==> src/rtl/gpio_cmd_bridge.sv <==
// gpio_cmd_bridge: converts the slow CPU GPIO bus {w_clk, data, addr} into
// single-cycle register-write / command strobes and latches read-back data.
module gpio_cmd_bridge #(
  parameter int          PAIR_TIMEOUT = 1024,
  parameter int          RD_TIMEOUT   = 64,
  parameter logic [31:0] RD_TO_VALUE  = 32'hDEAD_BEEF
) (
  input  logic        clk,
  input  logic        rst,
  input  logic [31:0] gpio_in,
  output logic [31:0] gpio_out_bus,
  output logic        wr_valid,
  output logic [15:0] wr_addr,
  output logic [15:0] wr_data,
  output logic        cmd_valid,
  output logic [15:0] cmd_addr,
  output logic [7:0]  cmd_data,
  input  logic        rd_valid,
  input  logic [31:0] rd_data,
  output logic [3:0]  status
);

  localparam int MAX_TO = (PAIR_TIMEOUT > RD_TIMEOUT) ? PAIR_TIMEOUT : RD_TIMEOUT;
  localparam int TW     = $clog2(MAX_TO) + 1;
  // Timers count from 0; the last cycle of the window is TIMEOUT-1.
  localparam logic [TW-1:0] PAIR_LAST = TW'(PAIR_TIMEOUT - 1);
  localparam logic [TW-1:0] RD_LAST   = TW'(RD_TIMEOUT - 1);

  typedef enum logic [1:0] {IDLE, HAVE_HI, WAIT_RD} state_t;

  state_t        state, state_nxt;
  logic          s0, s1, s2;
  logic          ev;
  logic [15:0]   ev_addr;
  logic [7:0]    ev_data;
  logic [TW-1:0] timer, timer_nxt;
  logic [15:0]   hi_addr, hi_addr_nxt;
  logic [7:0]    hi_byte, hi_byte_nxt;
  logic          ovr_err, ovr_err_nxt;
  logic          rd_to_err, rd_to_err_nxt;
  logic          pair_err, pair_err_nxt;
  logic          from_idle;
  logic [31:0]   out_nxt;
  logic          wr_valid_nxt, cmd_valid_nxt;
  logic [15:0]   wr_addr_nxt, wr_data_nxt, cmd_addr_nxt;
  logic [7:0]    cmd_data_nxt;
  logic          unused_hi;

  // Upper GPIO bits carry nothing for this block.
  assign unused_hi = ^gpio_in[31:25];

  // One event per w_clk rise; addr/data are stable while w_clk is high.
  assign ev      = s1 & ~s2;
  assign ev_addr = gpio_in[15:0];
  assign ev_data = gpio_in[23:16];

  assign status = {ovr_err, rd_to_err, pair_err, (state != IDLE)};

  // Three-flop synchroniser for the host write clock.
  always_ff @(posedge clk or posedge rst) begin
    if (rst) begin
      s0 <= 1'b0;
      s1 <= 1'b0;
      s2 <= 1'b0;
    end else begin
      s0 <= gpio_in[24];
      s1 <= s0;
      s2 <= s1;
    end
  end

  // State, timer, pending byte, sticky errors and registered outputs.
  always_ff @(posedge clk or posedge rst) begin
    if (rst) begin
      state        <= IDLE;
      timer        <= '0;
      hi_addr      <= '0;
      hi_byte      <= '0;
      ovr_err      <= 1'b0;
      rd_to_err    <= 1'b0;
      pair_err     <= 1'b0;
      gpio_out_bus <= '0;
      wr_valid     <= 1'b0;
      wr_addr      <= '0;
      wr_data      <= '0;
      cmd_valid    <= 1'b0;
      cmd_addr     <= '0;
      cmd_data     <= '0;
    end else begin
      state        <= state_nxt;
      timer        <= timer_nxt;
      hi_addr      <= hi_addr_nxt;
      hi_byte      <= hi_byte_nxt;
      ovr_err      <= ovr_err_nxt;
      rd_to_err    <= rd_to_err_nxt;
      pair_err     <= pair_err_nxt;
      gpio_out_bus <= out_nxt;
      wr_valid     <= wr_valid_nxt;
      wr_addr      <= wr_addr_nxt;
      wr_data      <= wr_data_nxt;
      cmd_valid    <= cmd_valid_nxt;
      cmd_addr     <= cmd_addr_nxt;
      cmd_data     <= cmd_data_nxt;
    end
  end

  // Next-state: pairing, command issue, read completion and timeouts.
  always_comb begin
    state_nxt     = state;
    timer_nxt     = timer;
    hi_addr_nxt   = hi_addr;
    hi_byte_nxt   = hi_byte;
    ovr_err_nxt   = ovr_err;
    rd_to_err_nxt = rd_to_err;
    pair_err_nxt  = pair_err;
    out_nxt       = gpio_out_bus;
    wr_valid_nxt  = 1'b0;
    wr_addr_nxt   = wr_addr;
    wr_data_nxt   = wr_data;
    cmd_valid_nxt = 1'b0;
    cmd_addr_nxt  = cmd_addr;
    cmd_data_nxt  = cmd_data;
    from_idle     = 1'b0;

    unique case (state)
      IDLE: from_idle = ev;
      HAVE_HI: begin
        if (ev) begin
          if (ev_addr == hi_addr) begin
            wr_valid_nxt = 1'b1;
            wr_addr_nxt  = hi_addr;
            wr_data_nxt  = {hi_byte, ev_data};
            state_nxt    = IDLE;
          end else begin
            // Unpaired MSB is dropped; the new event is treated as fresh.
            pair_err_nxt = 1'b1;
            from_idle    = 1'b1;
          end
        end else if (timer >= PAIR_LAST) begin
          pair_err_nxt = 1'b1;
          state_nxt    = IDLE;
        end else begin
          timer_nxt = timer + 1'b1;
        end
      end
      WAIT_RD: begin
        // Host events while a read is outstanding are lost.
        if (ev) ovr_err_nxt = 1'b1;
        if (rd_valid) begin
          out_nxt   = rd_data;
          state_nxt = IDLE;
        end else if (timer >= RD_LAST) begin
          out_nxt       = RD_TO_VALUE;
          rd_to_err_nxt = 1'b1;
          state_nxt     = IDLE;
        end else begin
          timer_nxt = timer + 1'b1;
        end
      end
      default: state_nxt = IDLE;
    endcase

    if (from_idle) begin
      if (!ev_addr[15]) begin
        hi_addr_nxt = ev_addr;
        hi_byte_nxt = ev_data;
        timer_nxt   = '0;
        state_nxt   = HAVE_HI;
      end else if (ev_addr == 16'hFFFF) begin
        ovr_err_nxt   = 1'b0;
        rd_to_err_nxt = 1'b0;
        pair_err_nxt  = 1'b0;
        state_nxt     = IDLE;
      end else begin
        cmd_valid_nxt = 1'b1;
        cmd_addr_nxt  = ev_addr;
        cmd_data_nxt  = ev_data;
        timer_nxt     = '0;
        state_nxt     = WAIT_RD;
      end
    end
  end

endmodule
==> config.mk <==
export PLATFORM = sky130hd
export DESIGN_NAME = gpio_cmd_bridge
export DESIGN_NICKNAME = d
export VERILOG_FILES = /design/src/rtl/gpio_cmd_bridge.sv
export SDC_FILE = /design/constraint.sdc
export NUM_CORES = 1
export LEC_CHECK = 0
export ABC_CLOCK_PERIOD_IN_PS = 6100
export CELL_PAD_IN_SITES_DETAIL_PLACEMENT = 1
export CELL_PAD_IN_SITES_GLOBAL_PLACEMENT = 2
export CORE_ASPECT_RATIO = 1.2
export CORE_UTILIZATION = 31
export DETAILED_ROUTE_END_ITERATION = 12
export PLACE_DENSITY_LB_ADDON = 0.1
export REMOVE_ABC_BUFFERS = 1
export SETUP_SLACK_MARGIN = 0.02
export SYNTH_ARGS = -nofsm -noshare
export SYNTH_HDL_FRONTEND = slang
export SYNTH_SLANG_ARGS = --single-unit
==> constraint.sdc <==
create_clock -name clk -period 6.1 [get_ports clk]
set_clock_uncertainty 0.2 [all_clocks]
set_input_delay 0.915 -clock clk [delete_from_list [all_inputs] [get_ports clk]]
set_output_delay 0.915 -clock clk [all_outputs]
set_load 0.03 [all_outputs]
==> run_results.csv, run 1 <==
group,metric,value,unit
detailed_routing,drc,0,
grt,gr-usage-all-layers,17.0,%
clock_tree,clockBufferDepth,2,
synthesis,synth.largest_area_cell,"dfrtp_1",
floorplanning,fp.dieArea,0.0178,mm²
synthesis,yosysSeqAreaShare,61.3,%
timing,worstMarginPinSlew,1040,ps
grt,grt_overflow,0,
clock_tree,clk_pin_slew,50,ps
cells_and_area,drive_above_1_share,21.3,%
floorplanning,core,0.0169,mm²
setup_path,endpoint_kind,"register",
setup_path,cp-start-kind,"input port",
cells_and_area,stdcell_count,779,
clock_tree,cts_max_level,4,
floorplanning,die_y,146,µm
cells_and_area,finalNetCount,623,
grt,antenna_found_initial,0,
timing,setup_tns,0,ps
cells_and_area,multi_input_area,0.00196,mm²
setup_path,required,6190,ps
timing,final-max-slew-violation-count,0,
grt,grt_pass1_wl,23.0,mm
timing,fmax,280,MHz
floorplanning,initial_core_util,31.7,%
power,ir_worst_vdd,0.000200,V
timing,rsz0062_at_grt,"no",
synthesis,synth_most_common_cell,"dfrtp_1",
setup_path,arrival,3660,ps
synthesis,synth_common_cells,"131 x dfrtp_1, 78 x mux2_2, 24 x o22a_1",
timing,period_share,58.5,%
detailed_routing,dr_total_vias,3787,
clock_tree,cts_setup_buffers,0,
timing,relSlewSlack,30.8,%
timing,fin_crit,3570,ps
synthesis,ys_ff_latch,131,
detailed_routing,drt-total-wl,13.9,mm
power,cellLeakagePower,3.27,nW
power,power_density,485,mW/mm²
clock_tree,clock-root-buffer,"clkbuf_16",
placed_design,post-dp-hpwl,9.51,mm
power,totalPowerFinal,3.75,mW
placed_design,numPortBuffers,152,
cells_and_area,antenna_cells,0,
floorplanning,num_rows,52,
cells_and_area,seqCellArea,0.00328,mm²
detailed_routing,drt_first_pass_iters,4,
detailed_routing,drtIter0Drc,103,
clock_tree,cts_tree,"done",
clock_tree,cts_buffers,17,
synthesis,synth_edf_count,0,
synthesis,yosysWarnings,0,
synthesis,async_reset_ff_share,100,%
synthesis,netlist_area,0.00535,mm²
grt,grt_pass1_vias,4342,
detailed_routing,vias_per_cell,4.86,
detailed_routing,drt.antenna.violating_nets,0,
detailed_routing,wl_per_cell,17.9,µm
clock_tree,clock_sinks,131,
synthesis,synth.avg_cell_area,13.5,µm²
run_status,outcome,"completed",
setup_path,worst-path-max-fanout,32,
placed_design,place.gp.congestion,0.749,
synthesis,synth.distinct_cells,42,
floorplanning,dieWidth,122,µm
timing,hold_viol_final,0,
synthesis,synth_area_leaders,"dfrtp_1 61%, mux2_2 16%, o22a_1 3.9%",
placed_design,numPlacedInstances,749,
clock_tree,cts-resized-gates,0,
timing,finalSetupViolCount,0,
clock_tree,clk_latency,410,ps
synthesis,yosysTopAreaCellShare,61.3,%
floorplanning,pin_count,161,
flow_run,maxCapViolCount,0,
grt,grt_max_degree,89,
cells_and_area,syn_to_final_growth,44.6,%
worst_hold_path,hold_class,"register to register",
clock_tree,hold_buffers,0,
cells_and_area,n_fill_cell,1746,
synthesis,synth_flop_cell,"dfrtp_1",
synthesis,synth_cells,397,
setup_path,worstSetupPathType,"input port to register",
[worst max-delay path, stage by stage]
cell	delay [ps]
clkdlybuf4s50_1	510
xor2_1	210
nor4_1	380
nand4_1	330
nor2_4	880
mux2_2	420
[worst paths after layout]
path,from,end,slack (ps),cells after the start
worst max-delay path,gpio_in[9],wr_addr[11],2530,6
worst max register to register,timer[7],timer[8],3150,6
max in group asynchronous,rst,gpio_out_bus[22],3760,3
min in group asynchronous,rst,gpio_out_bus[23],840,2
worst min-delay path,s0,s1,150,0
worst min register to register,s0,s1,150,0
[logic make-up (layout without fill, tap and decap cells)]
group                      after synthesis  count (layout)  share of synthesized area [%]
adders and majority gates                4               4                          0.936
buffers and inverters                   28             194                           2.27
other                                    1               1                         0.0701
AOI/OAI and AO/OA                       62              62                           8.89
and+or+nand+nor                         77              77                           7.44
muxes                                   79              79                           16.6
DFF                                    131             131                           61.3
xor gates and xnor gates                15              15                           2.46
[state kept, by name, summed over array words and instances (netlist names), 8 cells and up]
| name | cells |
|---|---|
| wr_addr | 15 |
| cmd_data | 8 |
| timer | 11 |
| hi_addr | 15 |
| wr_data | 16 |
| gpio_out_bus | 32 |
| hi_byte | 8 |
| cmd_addr | 16 |
[layer usage]
metal | vias to the layer above | wire (µm) | global-route usage (%)
met2 | 76 | 7560 | 30.1
li1 | 1737 | - | -
met5 | - | 0 | 0
met1 | 1958 | 5430 | 18.7
met4 | 0 | 220 | 6.17
met3 | 16 | 705 | 5.41
[cell type report]
type | instances | area share (%)
repair buffers | 155 | 20.0
inverters | 9 | 0.502
clock buffers | 18 | 5.68
flip-flops and latches | 131 | 42.4
multi-input cells | 238 | 25.3
clock inverters | 12 | 2.65
well taps | 216 | 3.50
[cell usage in the layout, fill, tap and decap left out, types with 3 or more instances in the layout]
master / synthesis / final
clkdlybuf4s50_1: 0 / 152
dfrtp_1: 131 / 131
mux2_2: 78 / 78
o22a_1: 24 / 24
nor2_1: 19 / 17
clkbuf_16: 0 / 17
nand2_1: 16 / 16
xor2_1: 15 / 15
nand3_1: 11 / 11
a22o_1: 9 / 9
inv_1: 9 / 8
a21oi_1: 7 / 7
nand4_1: 6 / 6
a31oi_1: 6 / 6
o21ai_0: 5 / 5
bufinv_16: 0 / 5
nor4_1: 4 / 4
ha_1: 4 / 4
and2_1: 3 / 3
o211ai_1: 3 / 3
inv_6: 0 / 3
buf_4: 4 / 3
[power by group]
group	internal (mW)	switching (mW)	total, mW
Clock	0.734	0.380	1.11
Combinational	0.611	0.720	1.33
Sequential	1.15	0.161	1.31
Total	2.49	1.26	3.75
[per-stage QoR]
step | util [%] | setup WS, ps | instance area (µm²) | hold slack (ps)
final | 45.9 | 2530 | 7730 | 154
after global routing | 45.9 | 2290 | 7730 | 173
after CTS | 45.9 | 2450 | 7730 | 155
after detailed placement | 42.1 | 2010 | 7090 | 142
after global placement | 42.1 | 2040 | 7090 | 141
after floorplan | - | 1490 | 5260 | 131
(Power assumes the default switching activity.)
==> inputs of run 2 (changes only) <==
--- a/config.mk
+++ b/config.mk
@@ -5,7 +5,7 @@
 export SDC_FILE = /design/constraint.sdc
 export NUM_CORES = 1
 export LEC_CHECK = 0
-export ABC_CLOCK_PERIOD_IN_PS = 6100
+export ABC_CLOCK_PERIOD_IN_PS = 3550
 export CELL_PAD_IN_SITES_DETAIL_PLACEMENT = 1
 export CELL_PAD_IN_SITES_GLOBAL_PLACEMENT = 2
 export CORE_ASPECT_RATIO = 1.2
==> constraint.sdc (replaced) <==
create_clock -name clk -period 3.55 [get_ports clk]
set_clock_uncertainty 0.2 [all_clocks]
set_input_delay 0.5325 -clock clk [delete_from_list [all_inputs] [get_ports clk]]
set_output_delay 0.5325 -clock clk [all_outputs]
set_load 0.03 [all_outputs]
==> run 2 against run 1 <==
Combinational power increased by 74%. Die area unchanged. Final cell count increased by 1.0%. First-iteration DRC count increased by 17%. Clock power increased by 60%. Via count decreased by 0.50%. Sequential share of layout area decreased by 0.28 points. Sequential power increased by 72%. Register-to-register slack got worse by 2500 ps. Global-route usage increased by 0.17 points. Final area increased by 0.66%. Worst setup slack got worse by 1900 ps.
==> run_results.csv, run 2 (synthesis results as in run 1) <==
group,metric,value,unit
run_status,outcome,"completed",
setup_path,reg2reg_depth,6,
setup_path,r2r_end,"timer[0]",
cells_and_area,mostFrequentLayoutCells,"152 x clkdlybuf4s50_1, 131 x dfrtp_1, 78 x mux2_2",
clock_tree,clk_latency,420,ps
detailed_routing,dr_total_vias,3768,
detailed_routing,drt_first_pass_iters,4,
floorplanning,pin_count,161,
clock_tree,cts-resized-gates,0,
setup_path,endpoint_kind,"register",
timing,fin_crit,2870,ps
timing,finalSetupViolCount,0,
power,power_density,815,mW/mm²
cells_and_area,largest_reg_flops,32,
setup_path,crit_buf_inv,0,
timing,hold_viol_final,0,
detailed_routing,drt.antenna.violating_nets,0,
grt,grt_pass1_wl,22.9,mm
setup_path,critical_path.cell_chain,"or4_1 -> or3_4 -> o21ai_2 -> o211ai_1 -> mux2i_1 -> nor2_1",
worst_hold_path,holdCritStartpoint,"s0",
detailed_routing,wl_per_cell,18.0,µm
cells_and_area,antenna_cells,0,
timing,worstMarginPinSlew,958,ps
grt,grt_max_degree,65,
placed_design,post-dp-hpwl,9.76,mm
grt,grt_overflow,0,
placed_design,place.gp.congestion,0.729,
setup_path,worst_path_max_delay_cell,"or4_1",
floorplanning,fp.dieArea,0.0178,mm²
clock_tree,cts_max_level,4,
timing,fmax,348,MHz
setup_path,path_delay_family,"simple AND/OR/NAND/NOR gates",
cells_and_area,utilization,46.2,%
cells_and_area,final_area,0.00778,mm²
detailed_routing,drt-total-wl,14.2,mm
floorplanning,initial_core_util,31.7,%
worst_hold_path,hold_class,"register to register",
floorplanning,dieWidth,122,µm
cells_and_area,syn_to_final_growth,45.6,%
clock_tree,clk_pin_slew,50,ps
detailed_routing,drc,0,
clock_tree,hold_buffers,0,
setup_path,required,3610,ps
power,ir_worst_vdd,0.000330,V
clock_tree,cts_tree,"done",
cells_and_area,final_common_cell,"clkdlybuf4s50_1",
clock_tree,clockBufferDepth,2,
floorplanning,num_rows,52,
grt,antenna_found_initial,0,
clock_tree,clock-root-buffer,"clkbuf_16",
cells_and_area,n_fill_cell,1772,
grt,grt_pass1_vias,4268,
power,cellLeakagePower,3.30,nW
timing,setup_tns,0,ps
placed_design,numPortBuffers,152,
worst_hold_path,hold_depth,0,
detailed_routing,drtIter0Drc,120,
clock_tree,cts_setup_buffers,0,
clock_tree,clock_sinks,131,
worst_hold_path,hold_end,"s1",
timing,timing.final.ws_setup,680,ps
setup_path,worstSetupPathType,"register to register",
grt,gr-usage-all-layers,17.2,%
setup_path,worst-path-max-fanout,9,
cells_and_area,finalNetCount,629,
placed_design,placed_area,0.00718,mm²
cells_and_area,regMostFlops,"gpio_out_bus",
placed_design,pre_cts_ws,296,ps
timing,rsz0062_at_grt,"no",
timing,relSlewSlack,36.0,%
power,totalPowerFinal,6.34,mW
setup_path,r2r_slack,680,ps
floorplanning,core,0.0169,mm²
timing,period_share,80.8,%
cells_and_area,top_regs,"gpio_out_bus (32), cmd_addr (16), wr_data (16)",
setup_path,cp-start-kind,"register",
flow_run,maxCapViolCount,0,
setup_path,r2r-start,"timer[8]",
floorplanning,die_y,146,µm
cells_and_area,drive_above_1_share,22.2,%
detailed_routing,vias_per_cell,4.79,
setup_path,critPathMaxStageDelay,580,ps
setup_path,arrival,2930,ps
clock_tree,cts_buffers,17,
timing,final-max-slew-violation-count,0,
[run 2: final cells by class]
type | count | area (µm²) | share of cell area (%)
clock buffers | 19 | 443 | 5.69
clock inverters | 13 | 158 | 2.03
well taps | 216 | 270 | 3.47
multi-input cells | 238 | 1960 | 25.1
flip-flops and latches | 131 | 3280 | 42.1
repair buffers | 161 | 1640 | 21.1
inverters | 9 | 38.8 | 0.498
[run 2: worst max path at each step]
stage,startpoint,endpoint,cells past startpoint
floorplan,rst,cmd_addr[0],1
global placement,gpio_in[13],hi_byte[6],8
detailed placement,gpio_in[14],hi_addr[9],8
CTS,timer[8],timer[0],6
global route,timer[7],timer[0],6
finish,timer[8],timer[0],6
[run 2: where the power goes]
group / leakage, nW / switching, mW / internal, mW / total [mW]
logic: 1.39 / 1.25 / 1.07 / 2.31
clock network: 0.285 / 0.662 / 1.12 / 1.78
registers: 1.63 / 0.279 / 1.97 / 2.25
[run 2: stage by stage]
step	instances	hold slack (ps)
final	787	183
after global placement	755	140
after floorplan	378	131
after CTS	787	185
after detailed placement	755	162
after global routing	787	200
[run 2: per-layer routing]
layer / global-route usage (%) / wire [µm] / vias to the layer above / part of all wire, %
met2: 29.9 / 7620 / 80 / 54
met5: 0 / 0 / - / 0
li1: - / - / 1755 / -
met4: 6.67 / 267 / 0 / 1.9
met1: 19.0 / 5570 / 1915 / 39
met3: 5.56 / 735 / 18 / 5.2
==> inputs of run 3 (changes only) <==
--- a/config.mk
+++ b/config.mk
@@ -5,7 +5,7 @@
 export SDC_FILE = /design/constraint.sdc
 export NUM_CORES = 1
 export LEC_CHECK = 0
-export ABC_CLOCK_PERIOD_IN_PS = 3550
+export ABC_CLOCK_PERIOD_IN_PS = 2800
 export CELL_PAD_IN_SITES_DETAIL_PLACEMENT = 1
 export CELL_PAD_IN_SITES_GLOBAL_PLACEMENT = 2
 export CORE_ASPECT_RATIO = 1.2
==> constraint.sdc (replaced) <==
create_clock -name clk -period 2.8 [get_ports clk]
set_clock_uncertainty 0.2 [all_clocks]
set_input_delay 0.42 -clock clk [delete_from_list [all_inputs] [get_ports clk]]
set_output_delay 0.42 -clock clk [all_outputs]
set_load 0.03 [all_outputs]
==> run 3 against run 2 <==
Utilization is 0.76 points higher. First-iteration DRC count is 4.2% higher. Critical path type unchanged. Clock power is 21% higher. Non-clock buffer count is 21 higher. Worst setup slack worse by 530 ps. Register-to-register slack worse by 530 ps. Flip-flop and latch count stayed put.
==> run_results.csv, run 3 (synthesis results as in run 1) <==
group,metric,value,unit
power,swShare,34.9,%
cells_and_area,antenna_cells,0,
detailed_routing,vias_per_cell,4.73,
placed_design,place.gp.congestion,0.741,
floorplanning,pin_count,161,
cells_and_area,drive_above_1_share,24.5,%
clock_tree,cts_max_level,4,
timing,hold_viol_final,0,
timing,finalSetupViolCount,0,
grt,antenna_found_initial,0,
placed_design,post-dp-hpwl,10.1,mm
grt,grt_max_degree,46,
floorplanning,dieWidth,122,µm
worst_hold_path,hold_end,"s1",
grt,gr-usage-all-layers,17.4,%
floorplanning,die_y,146,µm
placed_design,numPortBuffers,152,
timing,period_share,94.6,%
clock_tree,cts_tree,"done",
setup_path,required,2940,ps
cells_and_area,seqCellArea,0.00328,mm²
grt,grt_overflow,0,
cells_and_area,top_regs,"gpio_out_bus (32), cmd_addr (16), wr_data (16)",
clock_tree,clk_latency,410,ps
setup_path,r2r-start,"timer[8]",
setup_path,reg2reg_depth,6,
floorplanning,fp.dieArea,0.0178,mm²
detailed_routing,drtIter0Drc,125,
cells_and_area,final_area,0.00791,mm²
cells_and_area,regMostFlops,"gpio_out_bus",
clock_tree,hold_buffers,0,
clock_tree,cts_setup_buffers,0,
cells_and_area,finalNetCount,650,
timing,relSlewSlack,40.5,%
power,power_density,1010,mW/mm²
worst_hold_path,hold_depth,0,
setup_path,arrival,2790,ps
setup_path,cp-start-kind,"register",
grt,grt_pass1_vias,4443,
timing,final-max-slew-violation-count,0,
setup_path,r2r_slack,150,ps
floorplanning,initial_core_util,31.7,%
power,combinationalPowerShare,37.2,%
timing,fin_hold_ws,148,ps
power,power.internal,5.19,mW
timing,worstMarginPinSlew,893,ps
clock_tree,clock-root-buffer,"clkbuf_16",
detailed_routing,dr_total_vias,3823,
flow_run,maxCapViolCount,0,
detailed_routing,drt_first_pass_iters,4,
timing,fin_crit,2650,ps
cells_and_area,mostFrequentLayoutCells,"152 x clkdlybuf4s50_1, 131 x dfrtp_1, 78 x mux2_2",
detailed_routing,drc,0,
setup_path,worst-path-max-fanout,4,
worst_hold_path,holdCritStartpoint,"s0",
cells_and_area,n_fill_cell,1746,
power,seqPwrFrac,35.8,%
timing,fmax,377,MHz
detailed_routing,wl_per_cell,17.4,µm
floorplanning,num_rows,52,
clock_tree,clk_pin_slew,60,ps
cells_and_area,final_common_cell,"clkdlybuf4s50_1",
cells_and_area,multi_input_area,0.00196,mm²
power,p_sw,2.78,mW
run_status,outcome,"completed",
clock_tree,clock_sinks,131,
power,ir_worst_vdd,0.000409,V
setup_path,worstSetupPathType,"register to register",
setup_path,endpoint_kind,"register",
setup_path,r2r_end,"timer[8]",
grt,grt_pass1_wl,23.6,mm
floorplanning,core,0.0169,mm²
worst_hold_path,hold_class,"register to register",
clock_tree,clockBufferDepth,2,
timing,setup_tns,0,ps
clock_tree,cts-resized-gates,0,
placed_design,placed_area,0.00734,mm²
timing,rsz0062_at_grt,"no",
power,cellLeakagePower,3.38,nW
clock_tree,cts_buffers,17,
cells_and_area,syn_to_final_growth,48.0,%
power,p_clk_share,27.0,%
detailed_routing,drt-total-wl,14.1,mm
cells_and_area,largest_reg_flops,32,
detailed_routing,drt.antenna.violating_nets,0,
[run 3: cell type report]
cell class              instances  share of cell area, %
clock buffers                  21                   5.57
repair buffers                182                   22.7
inverters                       9                  0.490
clock inverters                11                   1.64
well taps                     216                   3.42
multi-input cells             238                   24.7
flip-flops and latches        131                   41.4
[run 3: layer usage]
layer | up-vias | global-route usage, % | wire length (µm)
met5 | - | 0 | 0
met4 | 0 | 6.30 | 201
met3 | 12 | 5.56 | 767
met2 | 72 | 29.9 | 7470
met1 | 1955 | 20.0 | 5630
li1 | 1784 | - | -
[run 3: critical path: stages (launching register included)]
cell     delay, ps
dfrtp_1        370
or4_1          560
or3_4          380
or3b_4         420
a21oi_4        140
or3b_1         350
a31oi_1        150
[run 3: worst max-delay path by stage]
stage | startpoint | end
after floorplan | rst | cmd_addr[0]
after global placement | gpio_in[6] | wr_addr[2]
after detailed placement | gpio_in[6] | wr_addr[2]
after CTS | timer[8] | timer[8]
after global routing | timer[0] | gpio_out_bus[1]
final | timer[8] | timer[8]
[run 3: metrics by stage]
step           instances  power [mW]  util (%)  worst slack (ps)
2_1_floorplan        378        4.54         -             -1320
3_3_place_gp         776        5.81      43.6              -106
3_5_place_dp         776        5.89      43.6              -182
4_1_cts              808        8.09      46.9               144
5_1_grt              808        8.39      46.9              38.6
6_report             808        7.97      46.9               151
[run 3: power by group through the flow]
stage                     combinational (mW)  sequential (mW)  clock, mW
final                                   2.96             2.85       2.15
after CTS                               3.02             2.86       2.21
after detailed placement                3.00             2.89          0
after global routing                    3.16             2.94       2.30
after floorplan                        0.898             3.65          0
after global placement                  2.96             2.85          0
